===== src/rtl/tns_dec_seq.sv =====
// tns_dec_seq: multi-cycle TNS codeword decoder that sums the weights of the set bits.
// It handles one 3-bit group per clock and uses valid/ready handshakes on the input and the output.
package tns_dec_seq_pkg;
    function automatic longint unsigned weight(input int i);
        longint unsigned a = 1, b = 2, c = 4, n;
        if (i < 3) return 64'd1 << i;
        for (int k = 3; k <= i; k++) begin
            n = a + b + c;
            a = b;
            b = c;
            c = n;
        end
        return c;
    endfunction
    function automatic longint unsigned wsum(input int n);
        longint unsigned s = 0;
        for (int i = 0; i < n; i++) s += weight(i);
        return s;
    endfunction
endpackage

module tns_dec_seq #(
    parameter int GROUPS = 3,
    localparam int CW = 3 * GROUPS,
    localparam int DW = $clog2(tns_dec_seq_pkg::wsum(CW) + 1)
) (
    input  logic          clk,
    input  logic          rst,
    input  logic          in_valid,
    output logic          in_ready,
    input  logic [CW-1:0] codein,
    output logic          out_valid,
    input  logic          out_ready,
    output logic [DW-1:0] dataout,
    output logic          busy
);
    localparam int GW = GROUPS > 1 ? $clog2(GROUPS) : 1;
    typedef enum logic [1:0] {IDLE, ACC, DONE} state_t;
    state_t state_q, state_d;
    logic [CW-1:0] code_q, code_d;
    logic [DW-1:0] acc_q, acc_d, dout_q, dout_d, grp_add;
    logic [GW-1:0] grp_q, grp_d;
    logic [DW-1:0] wts [CW];
    for (genvar i = 0; i < CW; i++) begin : g_w
        assign wts[i] = DW'(tns_dec_seq_pkg::weight(i));
    end
    // Constant weight mux: only the group selected by grp contributes this cycle.
    always_comb begin
        grp_add = '0;
        for (int k = 0; k < GROUPS; k++)
            if (grp_q == GW'(k))
                grp_add = (code_q[3*k] ? wts[3*k] : '0) + (code_q[3*k+1] ? wts[3*k+1] : '0) + (code_q[3*k+2] ? wts[3*k+2] : '0);
    end
    assign in_ready  = state_q == IDLE || (state_q == DONE && out_ready);
    assign out_valid = state_q == DONE;
    assign busy      = state_q == ACC;
    assign dataout   = dout_q;
    always_comb begin
        state_d = state_q;
        code_d  = code_q;
        acc_d   = acc_q;
        grp_d   = grp_q;
        dout_d  = dout_q;
        if (state_q == ACC) begin
            acc_d = acc_q + grp_add;
            grp_d = grp_q + GW'(1);
            if (grp_q == GW'(GROUPS - 1)) begin
                dout_d  = acc_d;
                state_d = DONE;
            end
        end else if (in_valid && in_ready) begin
            state_d = ACC;
            code_d  = codein;
            acc_d   = '0;
            grp_d   = '0;
        end else if (state_q == DONE && out_ready) begin
            state_d = IDLE;
        end
    end
    always_ff @(posedge clk) begin
        if (rst) begin
            state_q <= IDLE;
            code_q  <= '0;
            acc_q   <= '0;
            grp_q   <= '0;
            dout_q  <= '0;
        end else begin
            state_q <= state_d;
            code_q  <= code_d;
            acc_q   <= acc_d;
            grp_q   <= grp_d;
            dout_q  <= dout_d;
        end
    end
endmodule


===== config.mk =====
export PLATFORM = sky130hd
export DESIGN_NAME = tns_dec_seq
export DESIGN_NICKNAME = d
export VERILOG_FILES = /design/src/rtl/tns_dec_seq.sv
export SDC_FILE = /design/constraint.sdc
export NUM_CORES = 1
export LEC_CHECK = 0
export CORE_AREA = 5 5 78 62
export CTS_CLUSTER_SIZE = 25
export DETAILED_ROUTE_END_ITERATION = 8
export DIE_AREA = 0 0 83 67
export PLACE_DENSITY = 0.73
export SETUP_SLACK_MARGIN = 0.2
export SLEW_MARGIN = 20
export SYNTH_ARGS = -nofsm -noshare
export SYNTH_HDL_FRONTEND = slang
export SYNTH_SLANG_ARGS = --single-unit

===== constraint.sdc =====
create_clock -name clk -period 2.55 [get_ports clk]
set_input_delay 0.51 -clock clk [delete_from_list [all_inputs] [get_ports clk]]
set_output_delay 0.51 -clock clk [all_outputs]
set_load 0.05 [all_outputs]

==> flow_summary.json <==
{
  "timing_worst_slew_pin_value_ns": 0.505,
  "routabilityCongestion": 0.837,
  "first_global_vias": 1769,
  "finClkSkew_ns": 0.00545,
  "peakVddDrop_mv": 0.317,
  "cts_inserted_buffers": 5,
  "critPathLaunchType": "register",
  "cts_sinks": 31,
  "synthDominantCellAreaShare_pct": 32.2,
  "grt_usage_pct": 18.1,
  "hp-start": "code_q[1]",
  "pre_cts_ws_ns": -0.0460,
  "power.switching_mw": 0.335,
  "p_leak_nw": 1.07,
  "cts_tree": "done",
  "ys_types": 35,
  "initial_core_util_pct": 48.7,
  "setup_slack_ns": 0.0695,
  "ys_warn_count": 0,
  "ant_nets": 0,
  "relSlewSlack_pct": 66.2,
  "crit_arrival_ns": 2.71,
  "tns_ns": 0,
  "cp-startpoint": "grp_q[0]",
  "period_needed_ns": 2.48,
  "power_frac_clock_pct": 33.0,
  "hold_violations": 0,
  "drive_above_1_share_pct": 29.3,
  "nFillCells": 343,
  "cellInternalPower_mw": 0.808,
  "firstDrtPassIters": 4,
  "clk_latency_ns": 0.29,
  "switching_share_pct": 29.3,
  "nets": 323,
  "die-area_sq_um": 5560,
  "htreeDepth": 2,
  "worstPathRequired_ns": 2.78,
  "io_buffers": 24,
  "pwr-share-comb_pct": 21.9,
  "postLayoutCellArea_sq_um": 2720,
  "grt.overflow.total": 0,
  "wirelength_microns": 4800,
  "drv_cap": 0,
  "grt_setup_unrepaired": "yes",
  "worstPathMaxFanout": 4,
  "seq_area_frac_synth_pct": 32.2,
  "finalMaxSlewViolations": 0,
  "dieHeight_microns": 67,
  "vias": 1815,
  "die_w_microns": 83,
  "n_antenna_cell": 0,
  "root_buffer": "clkbuf_8",
  "grt_max_degree": 21,
  "placed_area_sq_um": 2410,
  "grt_pass1_wl_microns": 7980,
  "synth_top_area_cell": "dfxtp_1",
  "synthesis.area_sq_um": 1930,
  "rr_startpoint": "grp_q[0]",
  "hp-class": "register to register",
  "p_seq_share_pct": 45.2,
  "synthTopCellsByArea": "dfxtp_1, ha_1, nand2_1",
  "clk_pin_slew_worst_paths_ns": 0.06,
  "synth_nets": 280,
  "syn_area_per_cell_sq_um": 7.83,
  "final.period_utilization_pct": 97.3,
  "crit_path_end_kind": "register",
  "avgViaCountPerCell": 5.26,
  "pin_count": 25,
  "clock_path_buffers": 2,
  "antenna_found_initial": 0,
  "setup_viol": 0,
  "dp_hpwl_microns": 3270,
  "outcome": "finished clean",
  "cts-hold-fix-buffers": 0,
  "area_growth_pct": 41.2,
  "drc": 0,
  "num_rows": 20,
  "core_area_sq_um": 3950,
  "worst-setup-path-type": "register to register",
  "fmax_ghz": 0.403,
  "synthCells": 246,
  "ys_seq_elements": 31,
  "drt_iter0_drc": 121,
  "wl_per_cell_microns": 13.9,
  "pwr_density_cell_nw_per_um2": 420
}
==> critical path, cell delays in order, from the launching register on <==
cell and delay, ns:
dfxtp_4 0.36, inv_4 0.07, ha_4 0.15, nand2_2 0.07
nor2_4 0.08, a21oi_2 0.04, o21ai_2 0.12, ha_2 0.20
inv_2 0.04, fa_2 0.38, nor2b_4 0.14, o31a_4 0.16
o22ai_2 0.10, or4_1 0.42, nand3_1 0.08
==> power groups by stage <==
stage	Sequential, mW	Combinational (mW)	Clock [mW]
after floorplan	0.527	0.136	0
after global placement	0.525	0.212	0
after detailed placement	0.525	0.217	0
after CTS	0.516	0.234	0.390
after global routing	0.518	0.273	0.417
final	0.516	0.250	0.377
==> cells in the final DEF (no fill, tap or decap), drive strengths merged, types with 5 or more instances in the layout <==
cell type,Yosys,layout
a21oi,35,35
buf,2,29
clkbuf,13,7
clkdlybuf4s50,0,22
dfxtp,31,31
ha,20,20
inv,10,10
nand2,49,49
nand3,11,11
nor2,12,12
o21ai,9,9
xor2,5,5
==> through the flow <==
stage	hold slack, ns	total power, mW	utilization [%]	std cells
5_1_grt	0.480	1.21	68.8	345
3_5_place_dp	0.449	0.742	60.9	328
3_3_place_gp	0.447	0.737	60.9	328
4_1_cts	0.458	1.14	66.1	342
2_1_floorplan	0.437	0.662	-	246
6_report	0.457	1.14	68.8	345
==> flip-flops by register name, indices dropped and copies added, names as in the netlist <==
signal and count:
code_q 9, acc_q 9, dataout 9, grp_q 2
state_q 2
==> synthesized netlist by cell type (all sizes together) <==
library cell,count
nand3b,4
o31ai,1
nor2,12
nand2,49
nand4b,4
a21o,3
nor3,3
or2,2
nand2b,3
nor2b,3
nor4b,2
fa,1
inv,10
buf,2
xor2,5
o21ai,9
clkbuf,13
o311ai,2
or4,2
a211o,1
o21a,1
a211oi,3
a41o,1
xnor2,4
nand3,11
o31a,1
a31oi,1
and2,4
o22ai,1
ha,20
dfxtp,31
o21bai,2
a21oi,35
==> worst paths after layout <==
| check | endpoint | slack, ns | depth (start not counted) |
|---|---|---|---|
| worst max register to register | acc_q[6] | 0.07 | 14 |
| worst max-delay path | acc_q[6] | 0.07 | 14 |
| worst min register to register | code_q[1] | 0.46 | 2 |
| worst min-delay path | code_q[1] | 0.46 | 2 |
==> what timing repair did <==
item,4_1_cts,5_1_grt
cloned,0,0
endpoints found under the setup margin,10,10
buffers inserted,6,3
pin swaps,13,13
hold endpoints to repair,0,0
resized for setup,22,17
==> logic make-up (layout without fill, tap and decap cells) <==
kind of cell / count (synthesis) / in the layout / synth area share (%)
and+or+nand+nor: 99 / 99 / 24.9
DFF: 31 / 31 / 32.2
adders and majority gates: 21 / 21 / 14.0
buffers and inverters: 25 / 69 / 5.00
xor gates and xnor gates: 9 / 9 / 4.09
AOI/OAI and AO/OA: 61 / 61 / 19.8
==> layer usage <==
layer	part of all wire [%]	vias up	global-route usage, %
met5	0	-	0
met4	1.1	0	5.92
met3	3.6	7	4.70
met2	47	25	30.8
met1	48	852	22.3
li1	-	931	-
==> cell type report <==
type	instances	area (sq um)	share of cell area (%)
multi-input cells	190	1450	53.1
well taps	55	68.8	2.53
flip-flops and latches	31	633	23.3
repair buffers	51	450	16.6
inverters	10	42.5	1.56
clock inverters	1	5.00	0.184
clock buffers	7	76.3	2.80
Note: power is estimated with default switching activity, not from simulation.
